`config.mk`:
```
export PLATFORM = sky130hd
export DESIGN_NAME = game_ctrl_fsm
export DESIGN_NICKNAME = d
export VERILOG_FILES = /design/src/rtl/game_pkg.sv /design/src/rtl/edge_rise.sv /design/src/rtl/game_ctrl_fsm.sv
export SDC_FILE = /design/constraint.sdc
export NUM_CORES = 1
export LEC_CHECK = 0
export ABC_AREA = 1
export CAP_MARGIN = 20
export CORE_ASPECT_RATIO = 0.75
export CORE_MARGIN = 10
export CORE_UTILIZATION = 58
export CTS_CLUSTER_SIZE = 20
export DETAILED_ROUTE_END_ITERATION = 10
export PLACE_DENSITY = 0.84
export SETUP_SLACK_MARGIN = 0.2
export SYNTH_ARGS = -nofsm -noshare
export SYNTH_HDL_FRONTEND = slang
export SYNTH_SLANG_ARGS = --single-unit
```
`constraint.sdc`:
```
create_clock -name clk_22 -period 3.2 [get_ports clk_22]
set_input_delay 0.32 -clock clk_22 [delete_from_list [all_inputs] [get_ports clk_22]]
set_output_delay 0.32 -clock clk_22 [all_outputs]
set_load 0.01 [all_outputs]
```
`src/rtl/game_pkg.sv`:
```
// rtl/game_pkg.sv - shared state codes, event bit indices and field widths for the game sequencer
package game_pkg;

    localparam int STATE_W  = 3;
    localparam int EV_SCORE = 1;
    localparam int EV_HURT  = 0;
    localparam int SCORE_W  = 14;
    localparam int LIVES_W  = 2;
    localparam int LEVEL_W  = 3;
    localparam int TIME_W   = 7;

    typedef enum logic [STATE_W-1:0] {
        IDLE  = 3'd0,
        PLAY  = 3'd1,
        HIT   = 3'd2,
        LVLUP = 3'd3,
        OVER  = 3'd4
    } state_t;

endpackage

```
`src/rtl/edge_rise.sv`:
```
// rtl/edge_rise.sv - rising-edge detector; previous-sample register resets to RST_VAL
module edge_rise #(
    parameter logic RST_VAL = 1'b0
) (
    input  logic clk,
    input  logic rst,
    input  logic d,
    output logic pulse
);

    logic prev_q;

    always_ff @(posedge clk or negedge rst) begin
        if (!rst) begin
            prev_q <= RST_VAL;
        end else begin
            prev_q <= d;
        end
    end

    assign pulse = d & ~prev_q;

endmodule

```
`src/rtl/game_ctrl_fsm.sv`:
```
// rtl/game_ctrl_fsm.sv - game-level sequencer: score, lives, level, round timer and mover freeze
module game_ctrl_fsm
    import game_pkg::*;
#(
    parameter int LIVES_INIT = 3,
    parameter int LEVEL_STEP = 5,
    parameter int MAX_LEVEL  = 7,
    parameter int ROUND_TIME = 60,
    parameter int HIT_HOLD   = 24,
    parameter int LVL_HOLD   = 48,
    parameter int SCORE_MAX  = 9999
) (
    input  logic               clk_22,
    input  logic               rst,
    input  logic               start,
    input  logic               clk_1Hz,
    input  logic [1:0]         Event,
    output logic [STATE_W-1:0] state,
    output logic               move_en,
    output logic [SCORE_W-1:0] score,
    output logic [LIVES_W-1:0] lives,
    output logic [LEVEL_W-1:0] level,
    output logic [TIME_W-1:0]  time_left,
    output logic               flash,
    output logic               game_over
);

    localparam int HOLD_W = $clog2(((LVL_HOLD > HIT_HOLD) ? LVL_HOLD : HIT_HOLD) + 1);
    localparam int STEP_W = $clog2(LEVEL_STEP + 1);

    localparam logic [SCORE_W-1:0] SCORE_SAT = SCORE_W'(SCORE_MAX);
    localparam logic [LIVES_W-1:0] LIVES_LD  = LIVES_W'(LIVES_INIT);
    localparam logic [LEVEL_W-1:0] LEVEL_TOP = LEVEL_W'(MAX_LEVEL);
    localparam logic [TIME_W-1:0]  TIME_LD   = TIME_W'(ROUND_TIME);
    localparam logic [HOLD_W-1:0]  HIT_LD    = HOLD_W'(HIT_HOLD - 1);
    localparam logic [HOLD_W-1:0]  LVL_LD    = HOLD_W'(LVL_HOLD - 1);
    localparam logic [STEP_W-1:0]  STEP_LAST = STEP_W'(LEVEL_STEP - 1);

    logic start_p, tick_p, score_p, hurt_p;

    // A start button held through reset must not look like a fresh press
    edge_rise #(.RST_VAL(1'b1)) u_start_edge (.clk(clk_22), .rst(rst), .d(start),           .pulse(start_p));
    edge_rise #(.RST_VAL(1'b0)) u_tick_edge  (.clk(clk_22), .rst(rst), .d(clk_1Hz),         .pulse(tick_p));
    edge_rise #(.RST_VAL(1'b0)) u_score_edge (.clk(clk_22), .rst(rst), .d(Event[EV_SCORE]), .pulse(score_p));
    edge_rise #(.RST_VAL(1'b0)) u_hurt_edge  (.clk(clk_22), .rst(rst), .d(Event[EV_HURT]),  .pulse(hurt_p));

    state_t             state_q, state_d;
    logic               move_en_q, move_en_d;
    logic [SCORE_W-1:0] score_q, score_d;
    logic [LIVES_W-1:0] lives_q, lives_d;
    logic [LEVEL_W-1:0] level_q, level_d;
    logic [TIME_W-1:0]  time_q, time_d;
    logic               flash_q, flash_d;
    logic               game_over_q, game_over_d;
    logic [HOLD_W-1:0]  hold_q, hold_d;
    logic [STEP_W-1:0]  step_q, step_d;

    always_comb begin
        state_d = state_q;
        score_d = score_q;
        lives_d = lives_q;
        level_d = level_q;
        time_d  = time_q;
        hold_d  = hold_q;
        step_d  = step_q;

        case (state_q)
            IDLE, OVER: begin
                if (start_p) begin
                    state_d = PLAY;
                    score_d = '0;
                    lives_d = LIVES_LD;
                    level_d = LEVEL_W'(1);
                    time_d  = TIME_LD;
                    step_d  = '0;
                end
            end
            PLAY: begin
                // Later assignments win: timeout < level-up < hurt < last life lost
                if (time_q == '0) begin
                    state_d = OVER;
                end
                if (tick_p && time_q != '0) begin
                    time_d = time_q - TIME_W'(1);
                    if (time_q == TIME_W'(1)) begin
                        state_d = OVER;
                    end
                end
                if (score_p) begin
                    if (score_q != SCORE_SAT) begin
                        score_d = score_q + SCORE_W'(1);
                    end
                    if (step_q == STEP_LAST) begin
                        step_d = '0;
                        if (level_q < LEVEL_TOP) begin
                            level_d = level_q + LEVEL_W'(1);
                            hold_d  = LVL_LD;
                            time_d  = TIME_LD;
                            state_d = LVLUP;
                        end
                    end else begin
                        step_d = step_q + STEP_W'(1);
                    end
                end
                if (hurt_p) begin
                    lives_d = lives_q - LIVES_W'(1);
                    if (lives_q == LIVES_W'(1)) begin
                        state_d = OVER;
                    end else begin
                        hold_d  = HIT_LD;
                        state_d = HIT;
                    end
                end
            end
            HIT, LVLUP: begin
                if (hold_q == '0) begin
                    state_d = PLAY;
                end else begin
                    hold_d = hold_q - HOLD_W'(1);
                end
            end
            default: state_d = IDLE;
        endcase

        move_en_d   = (state_d == PLAY);
        game_over_d = (state_d == OVER);
        flash_d     = (state_d == HIT) && hold_d[2];
    end

    always_ff @(posedge clk_22 or negedge rst) begin
        if (!rst) begin
            state_q     <= IDLE;
            move_en_q   <= 1'b0;
            score_q     <= '0;
            lives_q     <= LIVES_LD;
            level_q     <= LEVEL_W'(1);
            time_q      <= TIME_LD;
            flash_q     <= 1'b0;
            game_over_q <= 1'b0;
            hold_q      <= '0;
            step_q      <= '0;
        end else begin
            state_q     <= state_d;
            move_en_q   <= move_en_d;
            score_q     <= score_d;
            lives_q     <= lives_d;
            level_q     <= level_d;
            time_q      <= time_d;
            flash_q     <= flash_d;
            game_over_q <= game_over_d;
            hold_q      <= hold_d;
            step_q      <= step_d;
        end
    end

    assign state     = state_q;
    assign move_en   = move_en_q;
    assign score     = score_q;
    assign lives     = lives_q;
    assign level     = level_q;
    assign time_left = time_q;
    assign flash     = flash_q;
    assign game_over = game_over_q;

endmodule
```
### After elaboration in Yosys (flattened, before gate mapping)

Cells that the tools add are included.

* register bits: 45
* bits in latches: 0
* bits in writable memories: 0
* ROM bits: 0
* bits of input ports: 6
* output and inout bits: 32
* word-level logic and storage cells: 104
* memories kept: 0

* $add $sub $neg: 6
* multiply operators: 0
* divide/modulo/power cells: 0
* magnitude comparators: 1
* equal/unequal tests: 18
* shift-type cells: 0
* muxes and demuxes: 40
* bitwise gates (word level): 8
* reductions and logical operators: 16

Operator list (count)
* $mux 3: 17
* $mux 14: 3
* $mux 6: 6
* $mux 7: 5
* $pmux 14 s2: 1
* $add 14x1->14 const B: 1
* $ne 14x14->1 const B: 1
* $ne 2x2->1 const B: 7
* $pmux 7 s2: 1
* $pmux 3 s2: 2
* $pmux 6 s2: 1
* $eq 3x2->1 const B: 3
* $eq 3x3->1 const B: 3
* $pmux 3 s3: 1
* $eq 7x1->1 const B: 1
* $logic_not 7->1: 1
* $reduce_bool 7->1: 1
* $sub 7x1->7 const B: 1
* $add 3x1->3 const B: 2
* $eq 3x1->1 const B: 2
* $logic_not 6->1: 1
* $reduce_and 3->1: 2
* $sub 6x1->6 const B: 1
* $reduce_and 5->1: 1
* other kinds (13): 24

### Logic depth before layout (Yosys ltp)

* word-level depth: 11
* mapped depth: 12
* depth with buffers taken out: 12

### Cells and area by module

A second synthesis with hierarchy kept.

* cells, all modules: 356
* area, all modules: 2648.8 µm²

Modules (own cells, without submodules)
* game_ctrl_fsm: instances 1, cells each 344, area each 2507.4 µm², seq. area each 1034.7 µm²
* edge_rise at u_hurt_edge ...: instances 3, cells each 3, area each 35.0 µm², seq. area each 25.0 µm²
* edge_rise at u_start_edge: instances 1, cells each 3, area each 36.3 µm², seq. area each 26.3 µm²

### Least setup slack after synthesis

No wires, ideal clock.

* kind: register to register
* from: reg score_q[0] (netlist: score[0])
* to: reg score_q[10] (netlist: score[10])
* setup time: 74 ps
* arrival time: 1554 ps
* required time: 3126 ps
* setup slack: 1572 ps
* cell stages (with the launch flop): 11
* path buffers: 1
* clock period less this slack: 1628 ps
* path through: dfrtp_1 -> ha_1 -> inv_2 -> nor2_4 -> nand2_1 -> nor3_2 -> a21oi_4 -> inv_2 -> buf_6 -> nand2_1 -> o21ai_2

* cells in the longest elaborated chain, start to end: 4
* elaborated cells between the ends (all ways): 7
* classes of those cells: add/sub: 1; eq/ne: 2; mux: 3; reduce/logical: 1

RTL lines
* from (decl): line game_ctrl_fsm.sv:49 `logic [SCORE_W-1:0] score_q, score_d;`
* from (signal assigned): line game_ctrl_fsm.sv:145 `score_q <= score_d;`
* $add 14x1->14: line game_ctrl_fsm.sv:91 `score_d = score_q + SCORE_W'(1);`
* $mux 14: line game_ctrl_fsm.sv:90 `if (score_q != SCORE_SAT) begin`
* $mux 14: line game_ctrl_fsm.sv:89 `if (score_p) begin`
* $pmux 14 s2: line game_ctrl_fsm.sv:67 `case (state_q)`

Parallel ways exist; a longest one is shown, timed or not. The select of a mux whose other input is x is not followed.
A chain may end at the register's enable or synchronous reset.

### Final worst setup path

* from: reg state_q[2] (netlist: state[2])
* to: reg score_q[9] (netlist: score[9])

* cells in the longest elaborated chain, start to end: 4
* elaborated cells between the ends (all ways): 10
* classes of those cells: eq/ne: 5; mux: 1; reduce/logical: 4

RTL lines
* from (decl): line game_ctrl_fsm.sv:47 `state_t state_q, state_d;`
* from (signal assigned): line game_ctrl_fsm.sv:143 `state_q <= state_d;`
* $eq 3x3->1 / $logic_not 3->1 (equally long branches): line game_ctrl_fsm.sv:67
* $reduce_or 2->1: line game_ctrl_fsm.sv:67
* $ne 2x2->1 (no line) / $reduce_bool 2->1 (equally long branches)
* $reduce_and 4->1 (no line)

Parallel ways exist; a longest one is shown, timed or not.

==> impl.org <==
** Floorplanning
- The die is 97.4 um wide.
- Top-Level Pins :: 38
- Core box area :: 4390 um^2
- For this configuration, the core starts out at a cell density of 59.3%.
- Vertical die dimension :: 78.0 um
- The die covers 7590 um^2.
- After floorplanning, the core was divided into 21 placement rows.

** Detailed routing
- In this run the remaining antenna-violating nets after routing total 0.
- Via count of the routed design :: 2,436
- Detailed Route Iter0 Violations :: 178
- For this run, design rule violations remaining after detail routing come to 0.
- For this run, the detailed router's first-pass iteration total came to 5.
- Post-DR vias/cell :: 5.63
- In the final routed layout, each cell accounts on average for 14.6 um.
- The routed design has 6310 um of wire.

** Clocking
- Longest Clk Path Bufs :: 2
- Number of buffers inserted for hold repair after clock tree synthesis :: 0
- Post-cts repair resize count :: 0
- Num Clock Sinks :: 45
- The number of setup buffers added after CTS is 0.
- TritonCTS built the clock tree.
- Clk slew on worst S/H paths :: 0.09 ns
- Number of CTS-inserted buffers :: 5
- CTS built an H-tree with a depth of 2.
- Cell at the root of the clock tree :: clkbuf_8
- Worst-Skew Late Latency :: 0.30 ns

** Placed design
- At the end of routability-driven placement, the weighted congestion stood at 0.856.
- At the placement stage, the worst setup path has a slack of 1.08 ns.
- Dpl hpwl :: 4630 um
- Port Buffers :: 37

** Logic synthesis
- Summed over all instances, the cell type with the most area after synthesis is dfrtp_1.
- Count of mapped cells out of synthesis :: 335
- Synthesis produced a netlist with a net count of 349.
- Proportion of synthesized chip area in sequential cells :: 43.7%
- Post-synthesis sequential element count :: 45
- Yosys mapped the design onto 35 distinct sky130hd cell types.
- Share of the synthesized area in the top cell type :: 35.6%
- Syn. warnings :: 0
- Average cell area after synthesis :: 7.77 um^2
- Ranked by total cell area, the synthesized netlist is headed by dfrtp_1 36%, nand2_1 10%, dfstp_2 8.1%, nand3_1 7.1%, inv_1 6.9%.
- Post-synthesis instance area :: 2600 um^2

** STA
- Slew at the pin closest to its max-slew limit :: 0.985 ns
- Setup violators final :: 0
- Unrepaired setup endpoints after global routing :: false
- For the final routed database, the setup TNS stands at 0 ns.
- Number of max-slew violations in the final report :: 0
- The worst path uses 62.5% of the clock period.
- Setup slack on the critical path of the routed design comes to 1.20 ns.
- Maximum operating frequency :: 500 MHz
- Normalized max-slew margin :: 34.3%
- For the finished layout, the period the worst path requires is 2.00 ns.
- Number of hold-slack violations in the final timing report :: 0
- Worst Clk Skew :: 0.00484 ns

** Critical path
- The worst register-to-register path begins at state[2]$_DFF_PN0_.
- Critical Path End Type :: register
- By startpoint and endpoint, the worst setup path is classified as register to register.
- Reg-to-reg endpoint :: score[9]$_DFFE_PN0P_
- Kind of launch point of the worst setup path :: register
- Worst reg2reg setup slack :: 1.20 ns
- The number of cells on the worst reg-to-reg path is 8.
- In this run the worst path has a maximum fanout of 19.
- For the worst setup path, the data required time is 3.38 ns.
- For the worst setup path, the data arrival time is 2.17 ns.

** GRT
- Global-route wire length before repair :: 10,800 um
- Number of antenna violations at the first check in global routing :: 0
- Pin count of the biggest net entering global routing :: 46
- Global routing finished with a remaining overflow of 0.
- Via count of the first global-routing pass :: 2,276
- For this run, the total global-route usage over all layers was measured as 16.8%.

** Finish
- Layout cell share with drive strength beyond 1 :: 9.04%
- For this run, the post-layout net count is 389.
- Most used cells in the layout excluding fill and tap cells :: 70 x nand2_1, 48 x inv_1, 37 x nand3_1, 37 x dfrtp_1, 36 x clkdlybuf4s50_1
- Leaving out fill and tap cells, the most frequent cell in the layout is nand2_1.
- Area Growth Syn to Fin :: 18.9%
- Diodes inserted :: 0
- Counting the fill cells in the layout gives 357.

** Power and ir drop
- Largest voltage drop on the vdd net :: 0.000362 V
- For this design the static power due to leakage is 1.43 nW.
- In this run the power density over the cells is 637 nW/um^2.

** Hold path
- Hold/Removal Path Class :: input port to async pin

** Outcome
- Run status :: complete, no violations

** Job
- The tool flagged a number of max-cap violations equal to 0.
registers in the layout (all words and copies together) (netlist names):
register and count:
u_hurt_edge.prev_q 1, step_q 3, level 3, u_start_edge.prev_q 1
u_tick_edge.prev_q 1, state 3, lives 2, hold_q 6
time_left 7, game_over 1, flash 1, score 14
u_score_edge.prev_q 1, move_en 1
power by group:
part	internal (W)	switching, W	leakage (nW)	total, W
logic	0.000305	0.000525	0.803	0.000830
clock network	0.000152	0.000198	0.0450	0.000350
registers	0.000692	0.0000977	0.577	0.000790
total	0.00115	0.000821	1.43	0.00197
per-stage QoR:
stage               total power, W  hold slack, ns  area, um^2  utilization, %  std cells
finish                     0.00197           0.175        3090            70.5        433
global route               0.00212           0.237        3090            70.5        433
floorplan                  0.00134          0.0244        2600               -        335
global placement           0.00159           0.467        3010            68.6        425
CTS                        0.00197           0.212        3090            70.5        433
detailed placement         0.00162           0.474        3010            68.6        425
worst max path at each step:
stage,slack (ns),to,cells after the start,start
finish,1.20,score[9]$_DFFE_PN0P_,8,state[2]$_DFF_PN0_
global placement,1.18,time_left[1]$_DFFE_PN0P_,8,Event[1]
floorplan,1.57,score[10]$_DFFE_PN0P_,10,score[0]$_DFFE_PN0P_
CTS,1.22,score[9]$_DFFE_PN0P_,8,state[2]$_DFF_PN0_
detailed placement,1.08,time_left[1]$_DFFE_PN0P_,8,Event[1]
global route,1.07,time_left[0]$_DFFE_PN0P_,7,state[2]$_DFF_PN0_
cell type report:
cell class / count / area, um^2 / share of cell area, %
clock buffers: 6 / 72.6 / 2.35
clock inverters: 2 / 10.0 / 0.323
inverters: 52 / 198 / 6.39
multi-input cells: 234 / 1240 / 40.1
flip-flops and latches: 45 / 1140 / 36.7
well taps: 57 / 71.3 / 2.30
repair buffers: 37 / 365 / 11.8
synth_stat cells:
| master | n |
|---|---|
| a21boi_0 | 1 |
| a21oi_1 | 9 |
| a21oi_4 | 1 |
| a31oi_1 | 2 |
| buf_2 | 1 |
| buf_4 | 1 |
| buf_6 | 1 |
| clkbuf_1 | 1 |
| dfrtp_1 | 37 |
| dfstp_2 | 8 |
| ha_1 | 8 |
| inv_1 | 48 |
| inv_2 | 3 |
| inv_4 | 1 |
| nand2_1 | 70 |
| nand2_2 | 1 |
| nand2_4 | 2 |
| nand3_1 | 37 |
| nand3_4 | 1 |
| nand4_1 | 8 |
| nor2_1 | 35 |
| nor2_2 | 1 |
| nor2_4 | 1 |
| nor3_1 | 8 |
| nor3_2 | 1 |
| o211ai_1 | 2 |
| o21ai_0 | 25 |
| o21ai_1 | 1 |
| o21ai_2 | 6 |
| o21bai_1 | 2 |
| o221ai_1 | 1 |
| o31ai_1 | 1 |
| o32ai_1 | 1 |
| xnor2_1 | 1 |
| xor2_1 | 8 |
worst max-delay path, stage by stage, from the launching register on:
cell and delay (ns):
dfrtp_1 0.44, inv_1 0.14, nand3_4 0.24, nand2_4 0.24, nand2_4 0.08, a21oi_4 0.32, inv_2 0.22, nand2_1 0.10
o21ai_0 0.09
layer usage:
metal | GRT usage (%) | wire (um) | up-vias | share of wire, %
li1 | - | - | 1173 | -
met1 | 22.6 | 2860 | 1140 | 45
met2 | 24.9 | 2780 | 110 | 44
met3 | 5.07 | 568 | 13 | 9.0
met4 | 6.23 | 102 | 0 | 1.6
met5 | 0 | 0 | - | 0
cells by family after synthesis:
kind of cell               synth area share, %
and+or+nand+nor                           28.6
buffers and inverters                     8.65
AOI/OAI and AO/OA                         12.3
DFF                                       43.7
xor gates and xnor gates                  3.03
adders and majority gates                 3.85
Note: power is estimated with default switching activity, not from simulation.
